<file path="src/rtl/data_mem_arbiter.sv">
// data_mem_arbiter
//
// Shares one pipelined data RAM (registered output, 1-cycle read latency) between the
// processor load/store port (CPU) and a DMA/debug loader port (DMA).
//
// Arbitration: the CPU has fixed priority. While the DMA is waiting, at most MAX_BURST
// consecutive CPU grants are given before the DMA is served, so the DMA always makes
// forward progress. One access per grant cycle; grants may be back-to-back every cycle.
//
// Build option:
//   ARB_STATS_EN  defined   -> Conflict_Cnt counts cycles with both ports requesting
//                             (16-bit, saturating).
//                 undefined -> Conflict_Cnt is tied to 0.
//
// Ports:
//   Clk, Rst_n                      clock (rising edge), async active-low reset
//   Cpu_Req/Wr/Addr/Wdata           CPU access request (Req held until done)
//   Cpu_Gnt, Cpu_Rvalid, Cpu_Rdata  CPU grant, read-data valid pulse, read data
//   Cpu_Stall                       processor must hold PC and writeback this cycle
//   Dma_Req/Wr/Addr/Wdata           DMA access request
//   Dma_Gnt, Dma_Rvalid, Dma_Rdata  DMA grant, read-data valid pulse, read data
//   Ram_Addr/Data/Rden/Wren         to the RAM
//   Ram_Q                           from the RAM (valid the cycle after a read strobe)
//   Conflict_Cnt                    contention statistics

module data_mem_arbiter #(
  parameter int unsigned ADDR_W    = 16,
  parameter int unsigned DATA_W    = 32,
  parameter int unsigned MAX_BURST = 4
) (
  input  logic              Clk,
  input  logic              Rst_n,

  input  logic              Cpu_Req,
  input  logic              Cpu_Wr,
  input  logic [ADDR_W-1:0] Cpu_Addr,
  input  logic [DATA_W-1:0] Cpu_Wdata,
  output logic              Cpu_Gnt,
  output logic              Cpu_Rvalid,
  output logic [DATA_W-1:0] Cpu_Rdata,
  output logic              Cpu_Stall,

  input  logic              Dma_Req,
  input  logic              Dma_Wr,
  input  logic [ADDR_W-1:0] Dma_Addr,
  input  logic [DATA_W-1:0] Dma_Wdata,
  output logic              Dma_Gnt,
  output logic              Dma_Rvalid,
  output logic [DATA_W-1:0] Dma_Rdata,

  output logic [ADDR_W-1:0] Ram_Addr,
  output logic [DATA_W-1:0] Ram_Data,
  output logic              Ram_Rden,
  output logic              Ram_Wren,
  input  logic [DATA_W-1:0] Ram_Q,

  output logic [15:0]       Conflict_Cnt
);

  // MAX_BURST is at most 15, so a 4-bit counter always suffices.
  localparam int unsigned     CntW     = 4;
  localparam logic [CntW-1:0] MaxBurst = CntW'(MAX_BURST);

  // Registered state
  logic [CntW-1:0]   burst_cnt_q, burst_cnt_d;
  logic              rd_pend_q, rd_pend_d;
  logic              rd_owner_q, rd_owner_d;   // 1: pending read belongs to DMA
  logic [DATA_W-1:0] cpu_rdata_q, cpu_rdata_d;
  logic [DATA_W-1:0] dma_rdata_q, dma_rdata_d;

  logic cpu_gnt, dma_gnt;
  logic rd_gnt;
  logic cpu_rvalid, dma_rvalid;

  // ---------------------------------------------------------------------------------
  // Grant decision. Combinational so an access can be issued in the same cycle the
  // request appears; gated by Rst_n so nothing reaches the RAM while in reset.
  // ---------------------------------------------------------------------------------
  always_comb begin
    cpu_gnt = 1'b0;
    dma_gnt = 1'b0;
    if (Rst_n) begin
      if (Cpu_Req && (!Dma_Req || (burst_cnt_q < MaxBurst))) begin
        cpu_gnt = 1'b1;
      end else if (Dma_Req) begin
        dma_gnt = 1'b1;
      end
    end
  end

  // Counts CPU grants taken while the DMA waits; any DMA grant or an idle DMA
  // restarts the window.
  always_comb begin
    burst_cnt_d = burst_cnt_q;
    if (!Dma_Req || dma_gnt) begin
      burst_cnt_d = '0;
    end else if (cpu_gnt && (burst_cnt_q < MaxBurst)) begin
      burst_cnt_d = burst_cnt_q + 4'd1;
    end
  end

  // ---------------------------------------------------------------------------------
  // RAM mux: one access per grant cycle, idle bus drives zeros.
  // ---------------------------------------------------------------------------------
  always_comb begin
    Ram_Addr = '0;
    Ram_Data = '0;
    Ram_Rden = 1'b0;
    Ram_Wren = 1'b0;
    if (cpu_gnt) begin
      Ram_Addr = Cpu_Addr;
      Ram_Data = Cpu_Wdata;
      Ram_Wren = Cpu_Wr;
      Ram_Rden = ~Cpu_Wr;
    end else if (dma_gnt) begin
      Ram_Addr = Dma_Addr;
      Ram_Data = Dma_Wdata;
      Ram_Wren = Dma_Wr;
      Ram_Rden = ~Dma_Wr;
    end
  end

  // ---------------------------------------------------------------------------------
  // Read return tracking. The RAM output is registered, so the data for a read granted
  // in cycle N sits on Ram_Q during cycle N+1; rd_pend/rd_owner steer it to the
  // requester that issued it. A new read in cycle N+1 simply overwrites the tag.
  // ---------------------------------------------------------------------------------
  assign rd_gnt = (cpu_gnt & ~Cpu_Wr) | (dma_gnt & ~Dma_Wr);

  always_comb begin
    rd_pend_d  = rd_gnt;
    rd_owner_d = rd_gnt ? dma_gnt : rd_owner_q;
  end

  assign cpu_rvalid = rd_pend_q & ~rd_owner_q;
  assign dma_rvalid = rd_pend_q &  rd_owner_q;

  // Read data passes straight through in the valid cycle and is held afterwards.
  always_comb begin
    cpu_rdata_d = cpu_rvalid ? Ram_Q : cpu_rdata_q;
    dma_rdata_d = dma_rvalid ? Ram_Q : dma_rdata_q;
  end

  always_ff @(posedge Clk or negedge Rst_n) begin
    if (!Rst_n) begin
      burst_cnt_q <= '0;
      rd_pend_q   <= 1'b0;
      rd_owner_q  <= 1'b0;
      cpu_rdata_q <= '0;
      dma_rdata_q <= '0;
    end else begin
      burst_cnt_q <= burst_cnt_d;
      rd_pend_q   <= rd_pend_d;
      rd_owner_q  <= rd_owner_d;
      cpu_rdata_q <= cpu_rdata_d;
      dma_rdata_q <= dma_rdata_d;
    end
  end

  // ---------------------------------------------------------------------------------
  // Port outputs
  // ---------------------------------------------------------------------------------
  assign Cpu_Gnt    = cpu_gnt;
  assign Dma_Gnt    = dma_gnt;
  assign Cpu_Rvalid = cpu_rvalid;
  assign Dma_Rvalid = dma_rvalid;
  assign Cpu_Rdata  = cpu_rdata_d;
  assign Dma_Rdata  = dma_rdata_d;

  // A CPU write finishes in its grant cycle; a CPU read finishes only when its data
  // returns, so every read stalls at least its grant cycle.
  assign Cpu_Stall = Cpu_Req & ~((cpu_gnt & Cpu_Wr) | cpu_rvalid);

  // ---------------------------------------------------------------------------------
  // Contention statistics
  // ---------------------------------------------------------------------------------
`ifdef ARB_STATS_EN
  logic [15:0] conflict_cnt_q, conflict_cnt_d;

  always_comb begin
    conflict_cnt_d = conflict_cnt_q;
    if (Cpu_Req && Dma_Req && (conflict_cnt_q != 16'hFFFF)) begin
      conflict_cnt_d = conflict_cnt_q + 16'd1;
    end
  end

  always_ff @(posedge Clk or negedge Rst_n) begin
    if (!Rst_n) begin
      conflict_cnt_q <= '0;
    end else begin
      conflict_cnt_q <= conflict_cnt_d;
    end
  end

  assign Conflict_Cnt = conflict_cnt_q;
`else
  assign Conflict_Cnt = '0;
`endif

  // ---------------------------------------------------------------------------------
  // Design assertions
  // ---------------------------------------------------------------------------------
  burst_range_a: assert property (@(posedge Clk) (MAX_BURST >= 1) && (MAX_BURST <= 15));

  gnt_onehot_a: assert property (@(posedge Clk) disable iff (!Rst_n)
    !(cpu_gnt && dma_gnt));

  burst_bound_a: assert property (@(posedge Clk) disable iff (!Rst_n)
    burst_cnt_q <= MaxBurst);

  strobe_excl_a: assert property (@(posedge Clk) disable iff (!Rst_n)
    !(Ram_Rden && Ram_Wren));

endmodule

</file>
<file path="config.mk">
export PLATFORM = sky130hd
export DESIGN_NAME = data_mem_arbiter
export DESIGN_NICKNAME = d
export VERILOG_FILES = /design/src/rtl/data_mem_arbiter.sv
export SDC_FILE = /design/constraint.sdc
export NUM_CORES = 1
export LEC_CHECK = 0
export CAP_MARGIN = 20
export CORE_MARGIN = 1
export CORE_UTILIZATION = 33
export CTS_BUF_LIST = sky130_fd_sc_hd__clkbuf_8 sky130_fd_sc_hd__clkbuf_16
export CTS_CLUSTER_SIZE = 30
export DETAILED_ROUTE_END_ITERATION = 16
export PLACE_DENSITY_LB_ADDON = 0.12
export SLEW_MARGIN = 20
export SYNTH_ARGS = -nofsm -noshare
export SYNTH_HDL_FRONTEND = slang
export SYNTH_SLANG_ARGS = --single-unit
</file>
<file path="constraint.sdc">
create_clock -name Clk -period 1.6 [get_ports Clk]
set_input_delay 0.32 -clock Clk [delete_from_list [all_inputs] [get_ports Clk]]
set_output_delay 0.32 -clock Clk [all_outputs]
set_load 0.005 [all_outputs]
</file>
## Word-level counts from Yosys, hierarchy flattened

Cells that the tools add are included.

- Register bits: 70
- Output and inout port bits: 135
- Word-level logic and storage cells: 42
- Input port bits: 134

- Reductions and logical operators: 6
- Add/subtract/negate cells: 1
- Muxes and demuxes: 17
- Bitwise operators: 12
- Magnitude comparators: 1

Operators with widths:

| kind | count |
|---|---|
| $mux W32 | 4 |
| $mux W16 | 2 |
| $mux W1 | 9 |
| $mux W4 | 2 |
| $and A1 B1 Y1 | 6 |
| $add A4 B1 Y4 const B | 1 |
| $lt A4 B3 Y1 const B | 1 |
| $not A1 Y1 | 4 |
| $logic_and A1 B1 Y1 | 2 |
| $logic_or A1 B1 Y1 | 2 |
| $or A1 B1 Y1 | 2 |
| $reduce_bool A2 Y1 | 1 |
| $logic_not A1 Y1 | 1 |

## Longest topological paths before layout

- Depth in word-level cells: 9
- Depth in mapped cells: 5
- Gate-level depth less buffers: 4

## Least setup slack after synthesis

Ideal clock, no wire load.

- Path kind: register -> output
- Start: reg rd_owner_q
- End: out Cpu_Rdata[3]
- Cell stages (with the launch flop): 5
- Buffers on the path: 2
- Data arrival time: 1.124 ns
- Required time: 1.280 ns
- Path slack: 0.156 ns
- Cells stage by stage: dfrtp_1 nand2b_1 buf_2 buf_6 mux2_1

- Word-level cells in the longest chain between the ends: 3

RTL lines:

| element | RTL line | text |
|---|---|---|
| start, declared | 67 | `logic rd_owner_q, rd_owner_d;` |
| start signal, assigned | 154 | `rd_owner_q <= rd_owner_d;` |
| $not A1 Y1 | 135 | `assign cpu_rvalid = rd_pend_q & ~rd_owner_q;` |
| $and A1 B1 Y1 | 135 |  |
| $mux W32 | 140 | `cpu_rdata_d = cpu_rvalid ? Ram_Q : cpu_rdata_q;` |
| end, declared | 40 | `output logic [DATA_W-1:0] Cpu_Rdata,` |

No other way between the ends.

## Worst setup path in the final report

- Start: reg burst_cnt_q[2]
- End: out Ram_Data[26]

- Word-level cells in the longest chain between the ends: 7
- Elaborated cells between the ends (all ways): 9
- Classes of those cells: order compare (1); mux (6); reduce/logical (2)

RTL lines:

| element | RTL line | text |
|---|---|---|
| start, declared | 65 | `logic [CntW-1:0] burst_cnt_q, burst_cnt_d;` |
| start signal, assigned | 152 | `burst_cnt_q <= burst_cnt_d;` |
| $lt A4 B3 Y1 (*) | 83 | `if (Cpu_Req && (!Dma_Req \|\| (burst_cnt_q < MaxBurst))) begin` |
| $logic_or A1 B1 Y1 (*) | 83 |  |
| $logic_and A1 B1 Y1 (*) | 83 |  |
| $mux W1 | 83 |  |
| $mux W1 | 82 | `if (Rst_n) begin` |
| $mux W32 | 115 | `end else if (dma_gnt) begin` |
| $mux W32 (*) | 110 | `if (cpu_gnt) begin` |
| end, declared | 52 | `output logic [DATA_W-1:0] Ram_Data,` |

Mark *: on every way between the ends. The rest lies on a longest branch, timed or not.

==> flow_summary.yaml <==
run_status:
  status: "finished, violations left"
  violations: "setup timing"
detailed_routing:
  postRouteWirelength_um: 16720
  vias: 3563
  ant_nets: 0
  wl_per_cell_um: 22.97
  drt_iter0_drc: 222
  drc: 0
  firstDrtPassIters: 4
  vias_per_cell: 4.894
logic_synthesis:
  synthTopCellsByArea: "dfrtp_1 52%, mux2_2 16%, a22o_1 13%"
  syn_avg_cell_area_um2: 13.74
  seq_area_frac_synth_pct: 51.62
  synth_area_um2: 3393
  synth_warnings: 0
  netlist_instances: 247
  synth_cell_type_count: 28
  yosysTopAreaCell: "dfrtp_1"
  synth_seq_cells: 70
  yosys.area.top_type_share_pct: 51.62
finish:
  nNetsFinal: 726
  layout_common_cells: "130 x clkdlybuf4s50_1, 118 x buf_6, 69 x dfrtp_1, 64 x mux2_4, 46 x a22o_1"
  n_antenna_cell: 0
  layout_commonest_cell: "clkdlybuf4s50_1"
  area_growth_pct: 123.1
  layout-drive-gt1-share_pct: 53.11
timing:
  relSlewSlack_pct: 39.47
  finalWorstSetupSlack_ns: -0.6203
  finalCritPeriodShare_pct: 138.8
  max_freq_mhz: 450.4
  rsz0062_at_grt: "yes"
  finalCriticalPeriod_ns: 2.220
  worst_pin_slew_ns: 0.9079
  finalHoldViolCount: 0
  clock_skew_ns: 0.005756
  setup_violations: 122
  report.final.slew_viol_count: 0
placed_design:
  dp_hpwl_um: 10280
  place_ws_ns: -0.8696
  routabilityCongestion: 0.8125
  port_buffers: 252
clock_tree:
  clkTransAtPathRegs_ns: 0.08
  cts_buffer_depth: 2
  ctsHoldBuffers: 0
  numClockSinks: 70
  h-tree-depth: 3
  clockRootBuffer: "clkbuf_8"
  cts_buffers: 9
  cts_tree: "built"
  clk_latency_ns: 0.35
die:
  start_util_pct: 34.40
  die_w_um: 103.4
  die_y_um: 103.4
  core_area_um2: 9864
  row_count: 36
  die-area_um2: 10690
  ios: 269
global_route:
  grt_use_total_pct: 29.39
  grt_max_degree: 78
  grt_pass1_vias: 3615
  grt_pass1_wl_um: 21870
  grt_overflow: 0
  antenna_found_initial: 0
power_and_ir_drop:
  power_mw: 7.650
  p_per_area_nw_per_um2: 1010
  ir_drop_mv: 0.8118
  leakagePower_nw: 3.728
setup_path:
  critPathCaptureType: "output port"
  worstPathArrival_ns: 1.90
  crit_required_ns: 1.28
  r2r_slack_ns: -0.03
  crit_type: "flop to output port"
  path_max_fanout: 8
  cp-start-kind: "flop"
run:
  max_cap_violations: 0
min_path:
  hp-class: "primary input to async pin"
cell families (layout without fill, tap and decap cells):
logic type / count (synthesis) / count (layout) / synth area share [%]
AO/OA/AOI/OAI: 57 / 57 / 14.31
adder cells (fa/ha/maj): 1 / 1 / 0.3687
buffers and inverters: 37 / 370 / 8.997
flip-flops: 70 / 70 / 51.62
multiplexers: 64 / 64 / 21.24
other: 1 / 16 / 0.1105
AND/OR/NAND/NOR: 17 / 17 / 3.355
registers in the layout (all words and copies together) (netlist names):
register,flops
cpu_rdata_q,32
dma_rdata_q,32
rd_owner_q,1
rd_pend_q,1
burst_cnt_q,4
through the flow:
step                cells  hold slack [ns]  area (µm²)  util [%]  setup TNS (ns)
floorplan             262          0.02441        3450         -               0
global placement      633           0.4722        6085     61.68          -56.36
detailed placement    633           0.4771        6085     61.68          -58.60
CTS                   709           0.2693        7139     72.37          -52.55
global route          728           0.3147        7571     76.75          -60.40
finish                728           0.2325        7571     76.75          -54.12
power breakdown:
group	internal [mW]	total (mW)	leakage [nW]	switching (mW)
registers	2.31	2.51	0.825	0.201
clock network	0.724	1.43	0.0923	0.708
logic	2.49	3.71	2.81	1.21
total	5.53	7.65	3.73	2.12
final timing paths:
kind	to	cells past startpoint	from
worst max-delay path	Ram_Data[26]	6	burst_cnt_q[2]
worst min-delay path	dma_rdata_q[23]	2	Rst_n
worst max register to register	rd_pend_q	8	burst_cnt_q[2]
worst min register to register	dma_rdata_q[27]	1	dma_rdata_q[27]
max in group asynchronous	rd_pend_q	2	Rst_n
min in group Clk	dma_rdata_q[27]	1	dma_rdata_q[27]
layout make-up:
type,instances,area (µm²)
timing repair buffer,352,3722
fill,599,2293
sequential,70,1753
multi-input combinational,155,1715
tap,133,166.4
clock buffer,9,123.9
clock inverter,6,71.32
inverter,3,18.77
routing by layer:
layer,GRT usage (%),wire length (µm),vias up
li1,-,-,1572
met1,34.66,6323,1764
met2,50.38,8349,195
met3,9.677,1581,32
met4,9.967,465,0
met5,0,0,-
critical path: stages, from the launching register on:
cell and delay, ns:
dfrtp_1 0.45, buf_6 0.15, nor3b_4 0.25, nor2_4 0.14, buf_16 0.17, a22o_1 0.18, clkdlybuf4s15_2 0.21
synth_stat cells:
cell      instances
mux2_1           15
nand3_1           1
o22a_1            1
nor3b_4           1
a22o_1           49
nor2_1            2
o21ai_1           1
conb_1            1
o21a_1            1
inv_4             1
dfrtp_1          70
nand2b_1          3
o21bai_1          2
buf_2             5
nand2_1           4
a21oi_1           1
buf_6            13
buf_4            16
nor2b_1           1
ha_1              1
a21boi_0          2
inv_1             2
nor3_1            1
nor2_4            1
nand4_1           1
and4b_1           1
mux2_2           49
nand3_2           1
timing repair:
action	in CTS	in global routing
setup buffers	51	25
gates cloned	10	4
gates resized for setup	614	83
pin swaps	6	16
endpoints found under the setup margin	119	119
(Power assumes the default switching activity.)
